`src/rtl/mem_port_arbiter.sv`:
```
// rtl/mem_port_arbiter.sv - DM-priority arbiter sharing one memory port between fetch and load/store
module mem_port_arbiter #(
    parameter int ADDR_W       = 32,
    parameter int DATA_W       = 32,
    parameter int STARVE_LIMIT = 4
) (
    input  logic              clk,
    input  logic              reset,
    input  logic              if_req,
    input  logic [ADDR_W-1:0] if_addr,
    output logic              if_gnt,
    output logic              if_rvalid,
    output logic [DATA_W-1:0] if_rdata,
    input  logic              dm_req,
    input  logic              dm_we,
    input  logic [ADDR_W-1:0] dm_addr,
    input  logic [DATA_W-1:0] dm_wdata,
    output logic              dm_gnt,
    output logic              dm_rvalid,
    output logic [DATA_W-1:0] dm_rdata,
    output logic              mem_req,
    output logic              mem_we,
    output logic [ADDR_W-1:0] mem_addr,
    output logic [DATA_W-1:0] mem_wdata,
    input  logic              mem_rvalid,
    input  logic [DATA_W-1:0] mem_rdata
);

    localparam int STREAK_W = $clog2(STARVE_LIMIT + 1);
    localparam logic [STREAK_W-1:0] STREAK_MAX = STREAK_W'(STARVE_LIMIT);

    typedef enum logic {IDLE, BUSY} state_t;
    typedef enum logic {OWN_IF, OWN_DM} owner_t;

    state_t              state;
    state_t              state_nxt;
    owner_t              owner;
    owner_t              owner_nxt;
    logic [STREAK_W-1:0] streak;
    logic [STREAK_W-1:0] streak_nxt;

    logic grant_if;
    logic grant_dm;
    logic resp;

    // Arbitration in IDLE, response routing in BUSY; nothing happens while reset is high.
    always_comb begin
        state_nxt  = state;
        owner_nxt  = owner;
        streak_nxt = streak;
        grant_if   = 1'b0;
        grant_dm   = 1'b0;
        resp       = 1'b0;
        if (!reset) begin
            if (state == IDLE) begin
                // DM wins ties unless IF has already watched STARVE_LIMIT DM grants go by.
                if (dm_req && !(if_req && streak == STREAK_MAX)) begin
                    grant_dm = 1'b1;
                end else if (if_req) begin
                    grant_if = 1'b1;
                end

                if (grant_dm) begin
                    state_nxt = BUSY;
                    owner_nxt = OWN_DM;
                    if (if_req) begin
                        streak_nxt = (streak == STREAK_MAX) ? streak : streak + STREAK_W'(1);
                    end else begin
                        streak_nxt = '0;
                    end
                end else if (grant_if) begin
                    state_nxt  = BUSY;
                    owner_nxt  = OWN_IF;
                    streak_nxt = '0;
                end
            end else begin
                // Only a response seen while a transaction is outstanding counts.
                if (mem_rvalid) begin
                    resp      = 1'b1;
                    state_nxt = IDLE;
                end
            end
        end
    end

    // State, owner and starvation streak registers.
    always_ff @(posedge clk) begin
        if (reset) begin
            state  <= IDLE;
            owner  <= OWN_IF;
            streak <= '0;
        end else begin
            state  <= state_nxt;
            owner  <= owner_nxt;
            streak <= streak_nxt;
        end
    end

    assign if_gnt    = grant_if;
    assign dm_gnt    = grant_dm;
    assign mem_req   = grant_if | grant_dm;
    assign mem_we    = grant_dm & dm_we;
    assign mem_addr  = grant_dm ? dm_addr  : (grant_if ? if_addr : '0);
    assign mem_wdata = grant_dm ? dm_wdata : '0;

    assign if_rvalid = resp && (owner == OWN_IF);
    assign dm_rvalid = resp && (owner == OWN_DM);
    assign if_rdata  = if_rvalid ? mem_rdata : '0;
    assign dm_rdata  = dm_rvalid ? mem_rdata : '0;

endmodule

```
`config.mk`:
```
export PLATFORM = sky130hd
export DESIGN_NAME = mem_port_arbiter
export DESIGN_NICKNAME = d
export VERILOG_FILES = /design/src/rtl/mem_port_arbiter.sv
export SDC_FILE = /design/constraint.sdc
export NUM_CORES = 1
export LEC_CHECK = 0
export CAP_MARGIN = 20
export CORE_AREA = 2 2 104 106
export CTS_BUF_LIST = sky130_fd_sc_hd__clkbuf_4 sky130_fd_sc_hd__clkbuf_8 sky130_fd_sc_hd__clkbuf_16
export CTS_CLUSTER_DIAMETER = 30
export DETAILED_ROUTE_END_ITERATION = 7
export DIE_AREA = 0 0 106 108
export MAX_ROUTING_LAYER = met4
export PLACE_DENSITY = 0.69
export RECOVER_POWER = 100
export REMOVE_ABC_BUFFERS = 1
export SYNTH_ARGS = -nofsm -noshare
export SYNTH_HDL_FRONTEND = slang
export SYNTH_SLANG_ARGS = --single-unit
```
`constraint.sdc`:
```
create_clock -name clk -period 4.8 [get_ports clk]
set_clock_uncertainty 0.2 [all_clocks]
set_input_delay 0.96 -clock clk [delete_from_list [all_inputs] [get_ports clk]]
set_output_delay 0.96 -clock clk [all_outputs]
set_load 0.01 [all_outputs]
```
=== Word-level counts from Yosys, hierarchy flattened ===
Index checks and enable logic that the tools add are counted.

* Bits in registers: 5
* Memory bits (read-only): 0
* Memories: 0
* Bits in latches: 0
* Memory bits (writable): 0
* Output and inout port bits: 134
* Word-level logic and storage cells: 47

* Shift operators: 0
* Bitwise logic cells: 4
* Magnitude comparators: 0
* Reduce and logical (&&, ||, !) cells: 8
* Divide/modulo/power cells: 0
* Equality and inequality tests: 2
* Multipliers: 0
* Multiplexer cells: 29
* $add $sub $neg: 1

{| class="wikitable"
|+ Operator list
! kind !! count
|-
| 32-bit two-way mux || 5
|-
| 1-bit two-way mux || 20
|-
| 3-bit two-way mux || 4
|-
| 1-bit logical AND || 4
|-
| 3-bit by 1-bit adder with 3-bit output (second input constant) || 1
|-
| 3-bit equality test (second input constant) || 1
|-
| 3-bit inequality test (second input constant) || 1
|-
| 3-bit AND reduction || 1
|-
| 1-bit NOT || 2
|-
| 2-bit AND reduction || 1
|-
| 2-bit nonzero test || 1
|-
| 1-bit bitwise AND || 1
|-
| 1-bit logical NOT || 1
|-
| 1-bit bitwise OR || 1
|}

=== Longest topological paths before layout ===
Gate-level depths: netlist of the first run.

* Word-level depth: 11
* Mapped depth: 8

=== Least setup slack after synthesis of the first run ===
Ideal clock, no wire load.

* Kind: input-to-output
* Start point: in if_req
* End point: out mem_wdata[10]
* Data arrival time: 1.939 ns
* Slack: 1.701 ns
* Stages: 7
* Required time: 3.640 ns
* Path through: clkbuf_2 -> nand3_1 -> and3_1 -> buf_2 -> buf_2 -> buf_2 -> and2_1

* Longest elaborated chain between the ends: 9

{| class="wikitable"
|+ RTL lines
! element !! RTL line !! source
|-
| start, declared || 9 || <nowiki>input logic if_req,</nowiki>
|-
| 1-bit logical AND || 57 || <nowiki>if (dm_req && !(if_req && streak == STREAK_MAX)) begin</nowiki>
|-
| 1-bit logical NOT || 57 ||
|-
| 1-bit logical AND || 57 ||
|-
| 1-bit two-way mux || 57 ||
|-
| 1-bit two-way mux || 55 || <nowiki>if (state == IDLE) begin</nowiki>
|-
| 1-bit two-way mux || 54 || <nowiki>if (!reset) begin</nowiki>
|-
| 1-bit two-way mux || 55 ||
|-
| 1-bit two-way mux || 54 ||
|-
| 32-bit two-way mux || 104 || <nowiki>assign mem_wdata = grant_dm ? dm_wdata : '0;</nowiki>
|-
| end, declared || 24 || <nowiki>output logic [DATA_W-1:0] mem_wdata,</nowiki>
|}

Every way passes these cells. The select of a mux whose other input is x is not followed.

=== Final worst setup path of the first run ===
* Start point: in reset
* End point: out mem_addr[14]

* Longest elaborated chain between the ends: 3
* Elaborated cells on any way between the ends: 4
* Classes of those cells: mux: 4

{| class="wikitable"
|+ RTL lines
! element !! RTL line !! source
|-
| start, declared || 8 || <nowiki>input logic reset,</nowiki>
|-
| 1-bit two-way mux || 54 ||
|-
| 32-bit two-way mux || 103 || <nowiki>assign mem_addr = grant_dm ? dm_addr : (grant_if ? if_addr : '0);</nowiki>
|-
| 32-bit two-way mux (*) || 103 ||
|-
| end, declared || 23 || <nowiki>output logic [ADDR_W-1:0] mem_addr,</nowiki>
|}

Mark *: on every way between the ends. The rest lies on a longest branch, timed or not.

==> impl_summary.txt, run 1 <==
----------------------------------------------------
[CTS]
  Library cell used as clock root buffer ... sky130_fd_sc_hd__clkbuf_8
  Maximum clock insertion buffer count ... 2
  Count of hold buffers inserted by post-cts repair ... 0
  CTS tree ... done
  Buffer count from post-CTS setup fixing ... 0
  TritonCTS buffer count ... 3
  CTS resizes ... 0
  Register clock-pin slew on the reported worst setup and hold paths ... 0.03 ns
  Number of levels in the clock H-tree ... 1
  Worst skew pair latency ... 0.22 ns
  Number of clock sinks ... 5

[Worst hold path]
  Worst hold stages ... 2
  Hold wc startpoint ... streak[1]$_SDFFE_PP0P_
  Classification of the worst-slack hold path ... reg2reg

[Critical path]
  R2r startpoint ... streak[0]$_SDFFE_PP0P_
  Cell count of the worst reg-to-reg path ... 5
  Timing startpoint of the critical path ... reset
  Type of element launching the critical path ... input port
  Critical path capture point type ... output pin
  Worst-path fanout max ... 62
  Classification of the worst setup path ... in2out
  Data required time at the worst endpoint ... 3.64 ns
  WP data arrival ... 3.27 ns

[Power]
  Portion of total power attributed to sequential cells ... 0.121
  LEAKAGE ... 1.94 nW
  Internal power consumption ... 0.272 mW
  Power share of the combinational group ... 0.664
  Portion of total power attributed to the clock network ... 0.215
  Net switching power ... 0.106 mW
  Total design power ... 0.377 mW
  Switching Share ... 0.280
  Maximum vdd drop ... 0.0688 mV
  Cell Pwr Density ... 91.9 mW/mm^2

[Timing]
  Number of max-slew violations in the final report ... 0
  Fin. Hold Viols ... 0
  Slew @ Worst Pin ... 0.376 ns
  Setup TNS ... 0 ns
  Final period utilization ... 0.923
  Highest Clock Rate ... 226 MHz
  Setup repair after global routing missed its margin ... no
  Final critical delay including setup and external delays ... 4.43 ns
  Finish-stage setup viols ... 0
  Final Hold Slack ... 0.296 ns
  Max-Slew Margin vs Limit ... 0.750

[Yosys]
  Yosys Warn Count ... 0
  Cell area after synthesis ... 0.00126 mm^2
  Number of distinct library cells after synthesis ... 25
  Area contributors post-synth ... sky130_fd_sc_hd__and2_1, sky130_fd_sc_hd__a22o_1, sky130_fd_sc_hd__dfxtp_1
  Synthesis-stage register bit count ... 5
  Post-synthesis sequential area ratio ... 0.0791
  Most frequent cells after synthesis ... sky130_fd_sc_hd__and2_1, sky130_fd_sc_hd__a22o_1, sky130_fd_sc_hd__clkbuf_1
  Share of the synthesized area in the top cell type ... 0.480
  Library cell occupying the most area in the post-synthesis netlist ... sky130_fd_sc_hd__and2_1
  Main synth FF type ... sky130_fd_sc_hd__dfxtp_1
  Cell count after synthesis ... 182
  Count leader, synth ... sky130_fd_sc_hd__and2_1
  FFs w/ async S/R, synth ... 0
  Average footprint of a synthesized cell ... 6.95 um^2
  Number of synthesized flops with an enable pin ... 0

[Global routing]
  Global routing usage summed across all routing layers ... 0.160
  Vias in the first global route ... 2,558
  Number of antenna violations at the first check in global routing ... 0
  Largest net degree at the start of global routing ... 63
  Global-route wire length before repair ... 14.1 mm
  Remaining global-route overflow ... 0

[Floorplan]
  Full die area ... 0.0114 mm^2
  Width of the chip ... 106 um
  Num ports ... 268
  Area inside the core boundary ... 0.0102 mm^2
  Initial cell density of the core ... 0.124
  Count of standard-cell rows ... 37
  Vert. Die Dim ... 108 um

[Routing]
  Number of vias in the routed layout ... 2,344
  Drt drc ... 0
  Total wirelength of the detailed-routed design ... 9.71 mm
  Number of routed nets with antenna violations ... 0
  Number of iterations in the first detailed-routing pass ... 4
  Detailed-route wire length per cell ... 16.9 um
  Starting DRC count in detailed routing ... 124
  Number of vias per cell after detailed routing ... 4.08

[Placement]
  Global placement routability congestion ... 0.871
  Cells after DPL ... 570
  Number of I/O port buffers ... 267
  Placed wire-length estimate after detailed placement ... 7.82 mm

[Final layout]
  Inserted Diodes ... 0
  Synthesis-to-layout area growth ... 225%
  Number of filler instances in the final layout ... 998
  Storage element area ... 100 um^2
  Fraction of layout cells with a size suffix above 1 ... 0.0228
  Final Instance Count excl. Fillers ... 574
  Final nets ... 575
  Multi-input gate area in the final layout ... 0.00106 mm^2

[Run]
  Number of maximum-capacitance constraint violations ... 0

[Run status]
  Outcome ... finished clean

----------------------------------------------------
-- worst paths after layout --
check,end,slack [ns]
worst min register to register,streak[1]$_SDFFE_PP0P_,0.30
worst max register to register,owner$_SDFFE_PP0P_,3.30
worst max-delay path,mem_addr[14],0.37
worst min-delay path,streak[1]$_SDFFE_PP0P_,0.30
-- layer usage --
| metal | track usage | share of wire |
|---|---|---|
| met1 | 0.195 | 0.43 |
| met2 | 0.271 | 0.46 |
| met3 | 0.0452 | 0.10 |
| met4 | 0.0197 | 0.0041 |
| met5 | - | 0 |
-- power by group through the flow --
stage | combinational, mW | sequential, mW | clock (mW)
4_1_cts | 0.267 | 0.0458 | 0.0833
3_3_place_gp | 0.264 | 0.0462 | 0
3_5_place_dp | 0.263 | 0.0464 | 0
5_1_grt | 0.266 | 0.0461 | 0.0853
6_report | 0.250 | 0.0458 | 0.0812
2_1_floorplan | 0.0643 | 0.0458 | 0
-- cells in the final DEF (no fill, tap or decap) --
cell type / synthesis / routed
sky130_fd_sc_hd__and3_1: 1 / 1
sky130_fd_sc_hd__nor3b_1: 0 / 1
sky130_fd_sc_hd__a21oi_1: 2 / 2
sky130_fd_sc_hd__dlygate4sd3_1: 0 / 127
sky130_fd_sc_hd__and3b_1: 1 / 1
sky130_fd_sc_hd__inv_1: 4 / 4
sky130_fd_sc_hd__clkbuf_8: 0 / 3
sky130_fd_sc_hd__a31oi_1: 1 / 1
sky130_fd_sc_hd__nand2_1: 4 / 4
sky130_fd_sc_hd__and2_1: 97 / 95
sky130_fd_sc_hd__a31o_2: 1 / 1
sky130_fd_sc_hd__ha_1: 2 / 2
sky130_fd_sc_hd__and2_0: 0 / 2
sky130_fd_sc_hd__buf_4: 0 / 3
sky130_fd_sc_hd__clkdlybuf4s50_1: 0 / 140
sky130_fd_sc_hd__a22o_1: 32 / 32
sky130_fd_sc_hd__nand4b_1: 1 / 1
sky130_fd_sc_hd__nand3_1: 1 / 1
sky130_fd_sc_hd__o21bai_1: 1 / 1
sky130_fd_sc_hd__nand4_1: 3 / 3
sky130_fd_sc_hd__nor3_1: 0 / 1
sky130_fd_sc_hd__o311a_1: 1 / 1
sky130_fd_sc_hd__clkbuf_4: 0 / 1
sky130_fd_sc_hd__buf_12: 0 / 1
sky130_fd_sc_hd__nor2b_1: 1 / 1
sky130_fd_sc_hd__or2_1: 1 / 1
sky130_fd_sc_hd__a21boi_2: 1 / 1
sky130_fd_sc_hd__nor2_1: 1 / 1
sky130_fd_sc_hd__dfxtp_1: 5 / 5
-- stage by stage --
| step | utilization | worst slack, ns | instance area (um^2) |
|---|---|---|---|
| 4_1_cts | 0.402 | 0.598 | 4120 |
| 3_5_place_dp | 0.398 | 0.606 | 4070 |
| 6_report | 0.401 | 0.370 | 4110 |
| 3_3_place_gp | 0.398 | 0.657 | 4070 |
| 5_1_grt | 0.401 | 0.274 | 4110 |
| 2_1_floorplan | - | 1.16 | 1180 |
-- cell type report --
cell class / count / share of cell area
clock buffers: 4 / 0.0119
inverters: 4 / 0.00366
multi-input cells: 154 / 0.257
flip-flops and latches: 5 / 0.0244
well taps: 136 / 0.0414
repair buffers: 271 / 0.661
-- worst max-delay path, cell delays in order --
cell and delay (ns):
sky130_fd_sc_hd__dlygate4sd3_1 0.63, sky130_fd_sc_hd__nor2_1 0.14, sky130_fd_sc_hd__and3_1 0.37, sky130_fd_sc_hd__buf_12 0.28
sky130_fd_sc_hd__a22o_1 0.22, sky130_fd_sc_hd__dlygate4sd3_1 0.63
-- sequential cells by signal, indices dropped and copies added (netlist names) --
register / count
streak: 3
state: 1
owner: 1
-- cells by family after synthesis --
family / count (synthesis) / share of synthesized area
simple gates: 113 / 0.560
compound gates: 39 / 0.264
buf+inv: 23 / 0.0771
flops: 5 / 0.0791
fa+ha+maj: 2 / 0.0198
No activity file was read; power rests on OpenSTA's default activity.
==> run 2, diff against run 1 <==
--- a/config.mk
+++ b/config.mk
@@ -11,6 +11,7 @@
 export CTS_CLUSTER_DIAMETER = 30
 export DETAILED_ROUTE_END_ITERATION = 7
 export DIE_AREA = 0 0 106 108
+export GPL_ROUTABILITY_DRIVEN = 1
 export MAX_ROUTING_LAYER = met4
 export PLACE_DENSITY = 0.69
 export RECOVER_POWER = 100
==> results of run 2 <==
No change in the layout: final DEF, timing and power equal those of run 1.
